--- src/rtl/pc_seq_pkg.sv ---
// Shared types for the picoMIPS program-flow sequencer.
//   op_class_t : decoded instruction class presented by the decoder
//   state_t    : sequencer FSM states
//   branch_taken() : condition evaluation for BEQ/BNE on the ALU zero flag
package pc_seq_pkg;

  typedef enum logic [2:0] {
    NOP    = 3'd0,
    ALU    = 3'd1,
    BEQ    = 3'd2,
    BNE    = 3'd3,
    JMP    = 3'd4,
    WAITSW = 3'd5,
    HALT   = 3'd6
  } op_class_t;

  typedef enum logic [2:0] {
    S_BOOT    = 3'd0,
    S_RUN     = 3'd1,
    S_WAIT_HI = 3'd2,
    S_WAIT_LO = 3'd3,
    S_HALT    = 3'd4
  } state_t;

  // BEQ branches on Z=1, BNE on Z=0; every other class never branches.
  function automatic logic branch_taken(logic [2:0] op, logic z);
    logic taken;
    taken = 1'b0;
    if (op == BEQ) taken = z;
    if (op == BNE) taken = ~z;
    return taken;
  endfunction

endpackage

--- src/rtl/pc_sequencer_if.sv ---
// Bus between the core datapath and the program-flow sequencer.
//   master : core side (drives decoded class, offset, current PC, Z flag)
//   slave  : sequencer side (drives PC controls, target, write qualifier,
//            halt status and retired-instruction count)
interface pc_sequencer_if #(
  parameter int Psize = 6,
  parameter int Osize = 6,
  parameter int Csize = 16
) ();

  logic [2:0]       op_class;
  logic [Osize-1:0] imm;
  logic [Psize-1:0] pc_cur;
  logic             alu_z;

  logic             PCincr;
  logic             PCload;
  logic [Psize-1:0] pc_target;
  logic             reg_we_en;
  logic             halted;
  logic [Csize-1:0] retired;

  modport master (
    output op_class, imm, pc_cur, alu_z,
    input  PCincr, PCload, pc_target, reg_we_en, halted, retired
  );

  modport slave (
    input  op_class, imm, pc_cur, alu_z,
    output PCincr, PCload, pc_target, reg_we_en, halted, retired
  );

endinterface

--- src/rtl/pc_sequencer_sync2.sv ---
// sync2: generic two-flop synchronizer for a single asynchronous level.
//   clk   : destination clock
//   reset : asynchronous active-low reset, clears both flops
//   d     : asynchronous input
//   q     : synchronized output, two clk edges after d settles
module sync2 (
  input  logic clk,
  input  logic reset,
  input  logic d,
  output logic q
);

  logic meta;

  // NOTE: flops use non-blocking assignment so meta and q both sample their
  // pre-edge values; blocking here would collapse the chain into one flop.
  always_ff @(posedge clk or negedge reset) begin
    if (!reset) begin
      meta <= 1'b0;
      q    <= 1'b0;
    end else begin
      meta <= d;
      q    <= meta;
    end
  end

endmodule

--- src/rtl/pc_sequencer.sv ---
// pc_sequencer: picoMIPS program-flow controller.
// Each cycle decides whether the PC increments, loads a branch/jump target
// or holds, handles the sw8 wait-for-input handshake and HALT, qualifies
// register-file writes and counts retired instructions (saturating).
//   clk   : system clock, rising edge
//   reset : asynchronous active-low reset
//   sw8   : raw board switch (asynchronous)
//   bus   : op_class/imm/pc_cur/alu_z in; PCincr/PCload/pc_target/
//           reg_we_en/halted/retired out
// Outputs are combinational from state and current inputs; the pc block
// acts on them at the same rising edge.
module pc_sequencer
  import pc_seq_pkg::*;
#(
  parameter int Psize = 6,
  parameter int Osize = 6,
  parameter int Csize = 16
) (
  input  logic              clk,
  input  logic              reset,
  input  logic              sw8,
  pc_sequencer_if.slave     bus
);

  state_t           state, state_nx;
  logic             sw_s;
  logic             retire;
  logic [Psize-1:0] rel_target;
  logic [Psize-1:0] abs_target;

  sync2 u_sync_sw8 (
    .clk   (clk),
    .reset (reset),
    .d     (sw8),
    .q     (sw_s)
  );

  // Offset is sign-extended to the PC width; the add wraps modulo 2^Psize.
  assign rel_target = bus.pc_cur + Psize'(signed'(bus.imm));
  assign abs_target = Psize'(bus.imm);

  always_ff @(posedge clk or negedge reset) begin
    if (!reset) state <= S_BOOT;
    else        state <= state_nx;
  end

  // NOTE: every output gets a default before the case so no path leaves a
  // signal unassigned, which would otherwise infer a latch.
  always_comb begin
    state_nx      = state;
    bus.PCincr    = 1'b0;
    bus.PCload    = 1'b0;
    bus.pc_target = '0;
    bus.reg_we_en = 1'b0;
    retire        = 1'b0;

    case (state)
      S_BOOT: state_nx = S_RUN;

      S_RUN: begin
        case (bus.op_class)
          BEQ, BNE: begin
            bus.reg_we_en = 1'b1;
            retire        = 1'b1;
            if (branch_taken(bus.op_class, bus.alu_z)) begin
              bus.PCload    = 1'b1;
              bus.pc_target = rel_target;
            end else begin
              bus.PCincr = 1'b1;
            end
          end
          JMP: begin
            bus.PCload    = 1'b1;
            bus.pc_target = abs_target;
            bus.reg_we_en = 1'b1;
            retire        = 1'b1;
          end
          WAITSW: state_nx = S_WAIT_HI;
          HALT:   state_nx = S_HALT;
          // NOP, ALU and any undefined encoding advance like NOP.
          default: begin
            bus.PCincr    = 1'b1;
            bus.reg_we_en = 1'b1;
            retire        = 1'b1;
          end
        endcase
      end

      // A switch already high on entry skips straight to waiting for release.
      S_WAIT_HI: if (sw_s) state_nx = S_WAIT_LO;

      S_WAIT_LO: begin
        if (!sw_s) begin
          bus.PCincr = 1'b1;
          retire     = 1'b1;
          state_nx   = S_RUN;
        end
      end

      S_HALT: state_nx = S_HALT;

      default: state_nx = S_BOOT;
    endcase
  end

  assign bus.halted = (state == S_HALT);

  always_ff @(posedge clk or negedge reset) begin
    if (!reset)
      bus.retired <= '0;
    else if (retire && (bus.retired != '1))
      bus.retired <= bus.retired + Csize'(1);
  end

endmodule

--- src/flat_wrapper.sv ---
// flat-port wrapper written by rule: the top's interface ports become plain ports
module pc_sequencer_flat import pc_seq_pkg::*;
#(
  parameter int Psize = 6,
  parameter int Osize = 6,
  parameter int Csize = 16
)
  (clk, reset, sw8, bus_op_class, bus_imm, bus_pc_cur, bus_alu_z, bus_PCincr, bus_PCload, bus_pc_target, bus_reg_we_en, bus_halted, bus_retired);
  pc_sequencer_if #(.Psize(Psize), .Osize(Osize), .Csize(Csize)) bus_i ();
  input  logic clk;
  input  logic reset;
  input  logic sw8;
  input wire logic [$bits(bus_i.op_class)-1:0] bus_op_class;
  input wire logic [$bits(bus_i.imm)-1:0] bus_imm;
  input wire logic [$bits(bus_i.pc_cur)-1:0] bus_pc_cur;
  input wire logic [$bits(bus_i.alu_z)-1:0] bus_alu_z;
  output wire logic [$bits(bus_i.PCincr)-1:0] bus_PCincr;
  output wire logic [$bits(bus_i.PCload)-1:0] bus_PCload;
  output wire logic [$bits(bus_i.pc_target)-1:0] bus_pc_target;
  output wire logic [$bits(bus_i.reg_we_en)-1:0] bus_reg_we_en;
  output wire logic [$bits(bus_i.halted)-1:0] bus_halted;
  output wire logic [$bits(bus_i.retired)-1:0] bus_retired;
  assign bus_i.op_class = bus_op_class;
  assign bus_i.imm = bus_imm;
  assign bus_i.pc_cur = bus_pc_cur;
  assign bus_i.alu_z = bus_alu_z;
  assign bus_PCincr = bus_i.PCincr;
  assign bus_PCload = bus_i.PCload;
  assign bus_pc_target = bus_i.pc_target;
  assign bus_reg_we_en = bus_i.reg_we_en;
  assign bus_halted = bus_i.halted;
  assign bus_retired = bus_i.retired;
  pc_sequencer #(.Psize(Psize), .Osize(Osize), .Csize(Csize)) u_core (.clk(clk), .reset(reset), .sw8(sw8), .bus(bus_i));
endmodule
--- config.mk ---
export PLATFORM = sky130hd
export DESIGN_NAME = pc_sequencer_flat
export DESIGN_NICKNAME = d
export VERILOG_FILES = /design/src/rtl/pc_seq_pkg.sv /design/src/rtl/pc_sequencer_if.sv /design/src/rtl/pc_sequencer_sync2.sv /design/src/rtl/pc_sequencer.sv /design/src/flat_wrapper.sv
export SDC_FILE = /design/constraint.sdc
export NUM_CORES = 1
export LEC_CHECK = 0
export BUFFER_PORTS_ARGS = -buffer_cell sky130_fd_sc_hd__buf_4
export CAP_MARGIN = 20
export CELL_PAD_IN_SITES_DETAIL_PLACEMENT = 1
export CELL_PAD_IN_SITES_GLOBAL_PLACEMENT = 1
export CORE_AREA = 2 2 66 68
export DETAILED_ROUTE_END_ITERATION = 6
export DIE_AREA = 0 0 68 70
export PLACE_DENSITY = 0.7
export SLEW_MARGIN = 20
export SYNTH_ARGS = -nofsm -noshare
export SYNTH_HDL_FRONTEND = slang
export SYNTH_SLANG_ARGS = --single-unit
--- constraint.sdc ---
create_clock -name clk -period 2.2 [get_ports clk]
set_clock_uncertainty 0.15 [all_clocks]
set_input_delay 0.33 -clock clk [delete_from_list [all_inputs] [get_ports clk]]
set_output_delay 0.33 -clock clk [all_outputs]
set_load 0.02 [all_outputs]
==> results of run 1 <==
[stage by stage]
step	util	instances	power [mW]	setup slack (ns)
after CTS	0.482	255	1.61	-0.117
after detailed placement	0.449	250	1.32	-0.218
after floorplan	-	145	1.02	0.00474
final	0.490	255	1.60	-0.130
after global routing	0.490	255	1.70	-0.184
after global placement	0.449	250	1.29	-0.172
[cell families (layout without fill, tap and decap cells)]
kind of cell               after synthesis  count (layout)  share of synthesized area
AOI/OAI and AO/OA                       29              29                      0.149
xor gates and xnor gates                18              18                      0.114
adders and majority gates                7               7                     0.0687
buffers and inverters                    5              63                     0.0136
DFF                                     21              21                      0.380
muxes                                    2               2                     0.0163
and+or+nand+nor                         63              63                      0.259
[sequential cells by signal (all words and copies together), names as in the netlist]
name                    count
u_core.bus.retired         16
u_core.state                3
u_core.u_sync_sw8.meta      1
u_core.u_sync_sw8.q         1
[worst max path at each step]
stage | end | slack [ns] | depth (start not counted)
CTS | bus_pc_target[5] | -0.12 | 8
global route | bus_pc_target[5] | -0.18 | 8
finish | bus_pc_target[5] | -0.13 | 8
detailed placement | bus_pc_target[5] | -0.22 | 8
global placement | bus_pc_target[4] | -0.17 | 9
floorplan | bus_pc_target[4] | 0.005 | 7
[critical path, delay by kind of cell]
kind	cells	cell delay, ns
buf+inv	2	0.28
compound gates	3	0.38
fa+ha+maj	1	0.27
simple gates	2	0.59
[metal layers]
metal | GRT usage | vias to the layer above
li1 | - | 645
met1 | 0.217 | 637
met2 | 0.307 | 35
met3 | 0.0145 | 6
met4 | 0.0600 | 0
met5 | 0 | -
[power breakdown]
group | internal [mW] | switching [mW] | total (mW) | leakage [nW]
combinational | 0.359 | 0.400 | 0.759 | 0.584
clock | 0.129 | 0.124 | 0.253 | 0.0228
sequential | 0.469 | 0.115 | 0.584 | 0.252
total | 0.957 | 0.639 | 1.60 | 0.858
[placed cells by master (no fill, tap or decap), types with 2 or more instances in the layout]
master | synthesis | layout
dfrtp_1 | 21 | 21
buf_8 | 0 | 3
nand3_1 | 8 | 8
nor2_1 | 10 | 9
nand3b_1 | 3 | 3
mux2_2 | 2 | 2
nor3_1 | 7 | 7
nand4_1 | 8 | 8
o21ai_2 | 1 | 2
buf_6 | 0 | 2
inv_1 | 3 | 3
ha_4 | 0 | 4
xnor2_1 | 11 | 11
and2_1 | 2 | 2
ha_1 | 6 | 2
nor2b_1 | 4 | 4
xor2_1 | 7 | 7
a22oi_1 | 6 | 6
and3_1 | 2 | 2
a21oi_2 | 0 | 2
a21oi_1 | 6 | 4
clkbuf_8 | 0 | 3
a21o_1 | 3 | 3
buf_4 | 0 | 50
o211ai_1 | 2 | 2
nand2_1 | 10 | 9
[layout make-up]
class,count,area share
multi-input combinational,119,0.458
inverter,3,0.00555
timing repair buffer,56,0.223
sequential,21,0.259
clock buffer,4,0.0222
tap,52,0.0321
[what timing repair did]
action                     CTS  global route
hold endpoints to repair    21             0
resized for setup           14             8
hold buffers                 1             0
setup endpoints to repair    3             2
pin swaps                    9             6
==> results.sh, run 1 <==
export IMPL_htree_levels=1
export IMPL_synthArstFlopShare=1.00
export IMPL_finalCritPeriodShare=1.06
export IMPL_start_util=0.334
export IMPL_r2r_slack_ns=0.25
export IMPL_status="finished with violations"
export IMPL_cts_setup_buffers=0
export IMPL_hold_violations=0
export IMPL_synth_main_ff_cell="dfrtp_1"
export IMPL_grt_max_degree=22
export IMPL_routed_wl_um=3970
export IMPL_netlist_area_um2=1380
export IMPL_clkLatencyLatePin_ns=0.26
export IMPL_grt_first_pass_wirelength_um=6520
export IMPL_portBuffers=44
export IMPL_finalNetCount=230
export IMPL_tns_ns=-0.130
export IMPL_r2r_start="u_core.state[2]$_DFFE_PN0P_"
export IMPL_ir_worst_vdd_uv=604
export IMPL_grt_pass1_vias=1397
export IMPL_wl_per_cell_um=15.6
export IMPL_final_area_um2=2030
export IMPL_hold_path_end="u_core.u_sync_sw8.meta$_DFF_PN0_"
export IMPL_regArea_um2=526
export IMPL_synth_top_cell_area_share=0.380
export IMPL_diodes=0
export IMPL_powerDensity_nw_per_um2=787
export IMPL_dp_hpwl_um=3160
export IMPL_endpoint_kind="primary output"
export IMPL_setup_viol=1
export IMPL_place_area_um2=1860
export IMPL_cts_sinks=21
export IMPL_multi_input_area_um2=930
export IMPL_crit_path_start="bus_pc_cur[1]"
export IMPL_synth_ff_latch_count=21
export IMPL_clockBufferDepth=2
export IMPL_die_w_um=68
export IMPL_clkTransAtPathRegs_ns=0.07
export IMPL_synth_edf_count=0
export IMPL_ys_warn_count=0
export IMPL_grt_ovfl_total=0
export IMPL_maxSlewViolCount=0
export IMPL_violations="setup timing"
export IMPL_path_class="primary input to primary output"
export IMPL_dr_pass1_iters=4
export IMPL_worst_setup_path_start_kind="primary input"
export IMPL_worstPathRequired_ns=1.72
export IMPL_core_area_um2=4140
export IMPL_drc_errors=0
export IMPL_wl_met1_um=1720
export IMPL_maxCapViolCount=0
export IMPL_syn_inst=145
export IMPL_numCtsBuffers=3
export IMPL_antenna_found_initial=0
export IMPL_drt_iter0_drc=26
export IMPL_ys_seq_area_frac=0.380
export IMPL_arrival_ns=1.85
export IMPL_finalCriticalPeriod_ns=2.33
export IMPL_r2r_end="u_core.bus.retired[1]$_DFFE_PN0P_"
export IMPL_drive_above_1_share=0.384
export IMPL_area_growth_pct=46.7
export IMPL_holdCritStartpoint="sw8"
export IMPL_cts_root_buf="clkbuf_8"
export IMPL_grt_usage=0.174
export IMPL_ios=45
export IMPL_fin_ws_ns=-0.130
export IMPL_synth_most_common_cell="dfrtp_1"
export IMPL_vias=1323
export IMPL_rows=24
export IMPL_wl_met2_um=2050
export IMPL_rr_worst_depth=4
export IMPL_syn_num_nets=171
export IMPL_synth_common_cells="dfrtp_1, xnor2_1, nand2_1, nor2_1"
export IMPL_synth_top_area_cell="dfrtp_1"
export IMPL_fp_dieH_um=70
export IMPL_gp_congestion=0.818
export IMPL_hold_slack_ns=0.0272
export IMPL_cts_tree="built"
export IMPL_crit_path_max_incr_delay_ns=0.52
export IMPL_top_layer="met4"
export IMPL_maxSlewHeadroom=0.650
export IMPL_hp_class="primary input to register"
export IMPL_slowest_stage="or4b_4"
export IMPL_path_cells="buf_8, ha_4, a211oi_4, or4b_4, a41o_1, nand2_2, a21oi_2, buf_4"
export IMPL_wl_met3_um=149
export IMPL_rsz0062_at_grt="yes"
export IMPL_fillCellCount=479
export IMPL_p_leak_nw=0.858
export IMPL_synth_cell_types=40
export IMPL_critPathMaxFanout=2
export IMPL_min_path_cells=1
export IMPL_antenna_left=0
export IMPL_syn_area_per_cell_um2=9.54
export IMPL_worst_pin_slew_ns=0.521
export IMPL_die_area_um2=4760
export IMPL_ys_top_cells_by_area="dfrtp_1, xnor2_1, ha_1"
export IMPL_clock_fmax_mhz=429
export IMPL_viasPerCell=5.19
(Power assumes the default switching activity.)
==> run 2: changes to the inputs <==
Settings changed: PLACE_DENSITY 0.7 to 0.74.
==> run 2 against run 1 <==
Compared with the run above:
- the flow still finishes with violations (setup timing)
- power down 0.39%
- via count increased by 2.5%
- combinational power shrank 0.7%
- non-clock buffer count up 1
- clock power barely moved
- sequential share of layout area down 0.39 points
- register-to-register slack barely moved
- routed wire length is 1.0% higher
- first-iteration DRC count grew 54%
- worst hold slack worse by 0.0017 ns
- sequential power is essentially flat
- die area stayed put
- highest routed layer unchanged
==> results.sh, run 2 (same netlist as run 1, synthesis figures left out) <==
export IMPL_status="finished with violations"
export IMPL_violations="setup timing"
export IMPL_diodes=0
export IMPL_powerDensity_nw_per_um2=772
export IMPL_r2r_slack_ns=0.26
export IMPL_clock_fmax_mhz=437
export IMPL_path_class="primary input to primary output"
export IMPL_slowest_stage="or4b_4"
export IMPL_final_cell_mix="buf_4, dfrtp_1, xnor2_1, nand2_1"
export IMPL_p_leak_nw=0.869
export IMPL_fp_dieH_um=70
export IMPL_critPathMaxFanout=2
export IMPL_finalCriticalPeriod_ns=2.29
export IMPL_portBuffers=44
export IMPL_hold_violations=0
export IMPL_crit_path_start="bus_imm[3]"
export IMPL_wl_per_cell_um=15.7
export IMPL_maxCapViolCount=0
export IMPL_grt_ovfl_total=0
export IMPL_finalCritPeriodShare=1.04
export IMPL_r2r_end="u_core.bus.retired[12]$_DFFE_PN0P_"
export IMPL_numCtsBuffers=3
export IMPL_drive_above_1_share=0.382
export IMPL_core_area_um2=4140
export IMPL_worst_pin_slew_ns=0.540
export IMPL_clockBufferDepth=2
export IMPL_grt_pass1_vias=1476
export IMPL_worst_setup_path_start_kind="primary input"
export IMPL_crit_end="bus_pc_target[5]"
export IMPL_dr_pass1_iters=4
export IMPL_gp_congestion=0.753
export IMPL_die_w_um=68
export IMPL_fillCellCount=478
export IMPL_drc_errors=0
export IMPL_largestRegisters="u_core.bus.retired (16), u_core.state (3)"
export IMPL_largest_register_ffs=16
export IMPL_viasPerCell=5.30
export IMPL_htree_levels=1
export IMPL_grt_max_degree=22
export IMPL_final_common_cell="buf_4"
export IMPL_final_area_um2=2060
export IMPL_start_util=0.334
export IMPL_ios=45
export IMPL_setup_viol=3
export IMPL_endpoint_kind="primary output"
export IMPL_finalNetCount=231
export IMPL_crit_path_max_incr_delay_ns=0.54
export IMPL_maxSlewHeadroom=0.637
export IMPL_worstPathRequired_ns=1.72
export IMPL_cts_sinks=21
export IMPL_rr_worst_depth=6
export IMPL_clkTransAtPathRegs_ns=0.07
export IMPL_antenna_left=0
export IMPL_rows=24
export IMPL_dp_hpwl_um=3080
export IMPL_hp_class="primary input to register"
export IMPL_cts_tree="built"
export IMPL_rsz0062_at_grt="yes"
export IMPL_antenna_found_initial=0
export IMPL_area_growth_pct=48.9
export IMPL_hold_slack_ns=0.0254
export IMPL_r2r_start="u_core.bus.retired[0]$_DFFE_PN0P_"
export IMPL_grt_usage=0.179
export IMPL_place_area_um2=1850
export IMPL_drt_iter0_drc=40
export IMPL_die_area_um2=4760
export IMPL_crit_top_cell="buf_6"
export IMPL_ir_worst_vdd_uv=647
export IMPL_grt_first_pass_wirelength_um=6710
export IMPL_arrival_ns=1.81
export IMPL_routed_wl_um=4010
export IMPL_cts_root_buf="clkbuf_8"
export IMPL_fin_ws_ns=-0.0863
export IMPL_maxSlewViolCount=0
export IMPL_vias=1356
export IMPL_clkLatencyLatePin_ns=0.26
export IMPL_regMostFlops="u_core.bus.retired"
export IMPL_path_cells="buf_6, ha_4, o21ai_4, or4b_4, a41o_1, nand2_1, a21oi_2, buf_6"
## run 2: timing repair
action | CTS | global route
resized for setup | 25 | 2
buffers inserted | 2 | 1
hold endpoints to repair | 21 | 0
pin swaps | 18 | 3
cloned | 0 | 0
hold buffers | 1 | 0
setup endpoints to repair | 3 | 2
## run 2: area by class of cell
class	instances	area, um2	area share
clock buffer	4	45.0	0.0219
inverter	3	11.3	0.00546
multi-input combinational	119	935	0.454
sequential	21	526	0.255
tap	52	65.1	0.0316
timing repair buffer	57	479	0.233
## run 2: worst min-delay path by stage
stage,endpoint,cells past startpoint,start
2_1_floorplan,u_core.bus.retired[0]$_DFFE_PN0P_,0,reset
3_3_place_gp,u_core.bus.retired[12]$_DFFE_PN0P_,1,reset
3_5_place_dp,u_core.bus.retired[13]$_DFFE_PN0P_,1,reset
4_1_cts,u_core.u_sync_sw8.meta$_DFF_PN0_,1,sw8
5_1_grt,u_core.u_sync_sw8.meta$_DFF_PN0_,1,sw8
6_report,u_core.u_sync_sw8.meta$_DFF_PN0_,1,sw8
## run 2: critical path, delay by kind of cell
kind,cells,cell delay (ns)
simple gates,2,0.61
compound gates,3,0.35
fa+ha+maj,1,0.27
buf+inv,2,0.25
## run 2: per-stage QoR
step | instances | setup TNS (ns) | total power, mW | util | worst slack (ns)
detailed placement | 249 | -0.458 | 1.30 | 0.447 | -0.220
global placement | 249 | -0.348 | 1.26 | 0.447 | -0.175
CTS | 255 | -0.161 | 1.60 | 0.493 | -0.105
finish | 256 | -0.159 | 1.59 | 0.497 | -0.0863
floorplan | 145 | 0 | 1.02 | - | 0.00474
global route | 256 | -0.337 | 1.70 | 0.497 | -0.146
## run 2: power breakdown
group	internal [mW]	total (mW)	switching, mW
sequential	0.469	0.582	0.113
combinational	0.357	0.754	0.398
clock	0.129	0.254	0.125
## run 2: metal layers
layer,part of all wire,global-route usage,vias to the layer above
met2,0.55,0.330,32
li1,-,-,648
met5,0,0,-
met4,0.016,0.0600,0
met3,0.041,0.0193,7
met1,0.40,0.207,669
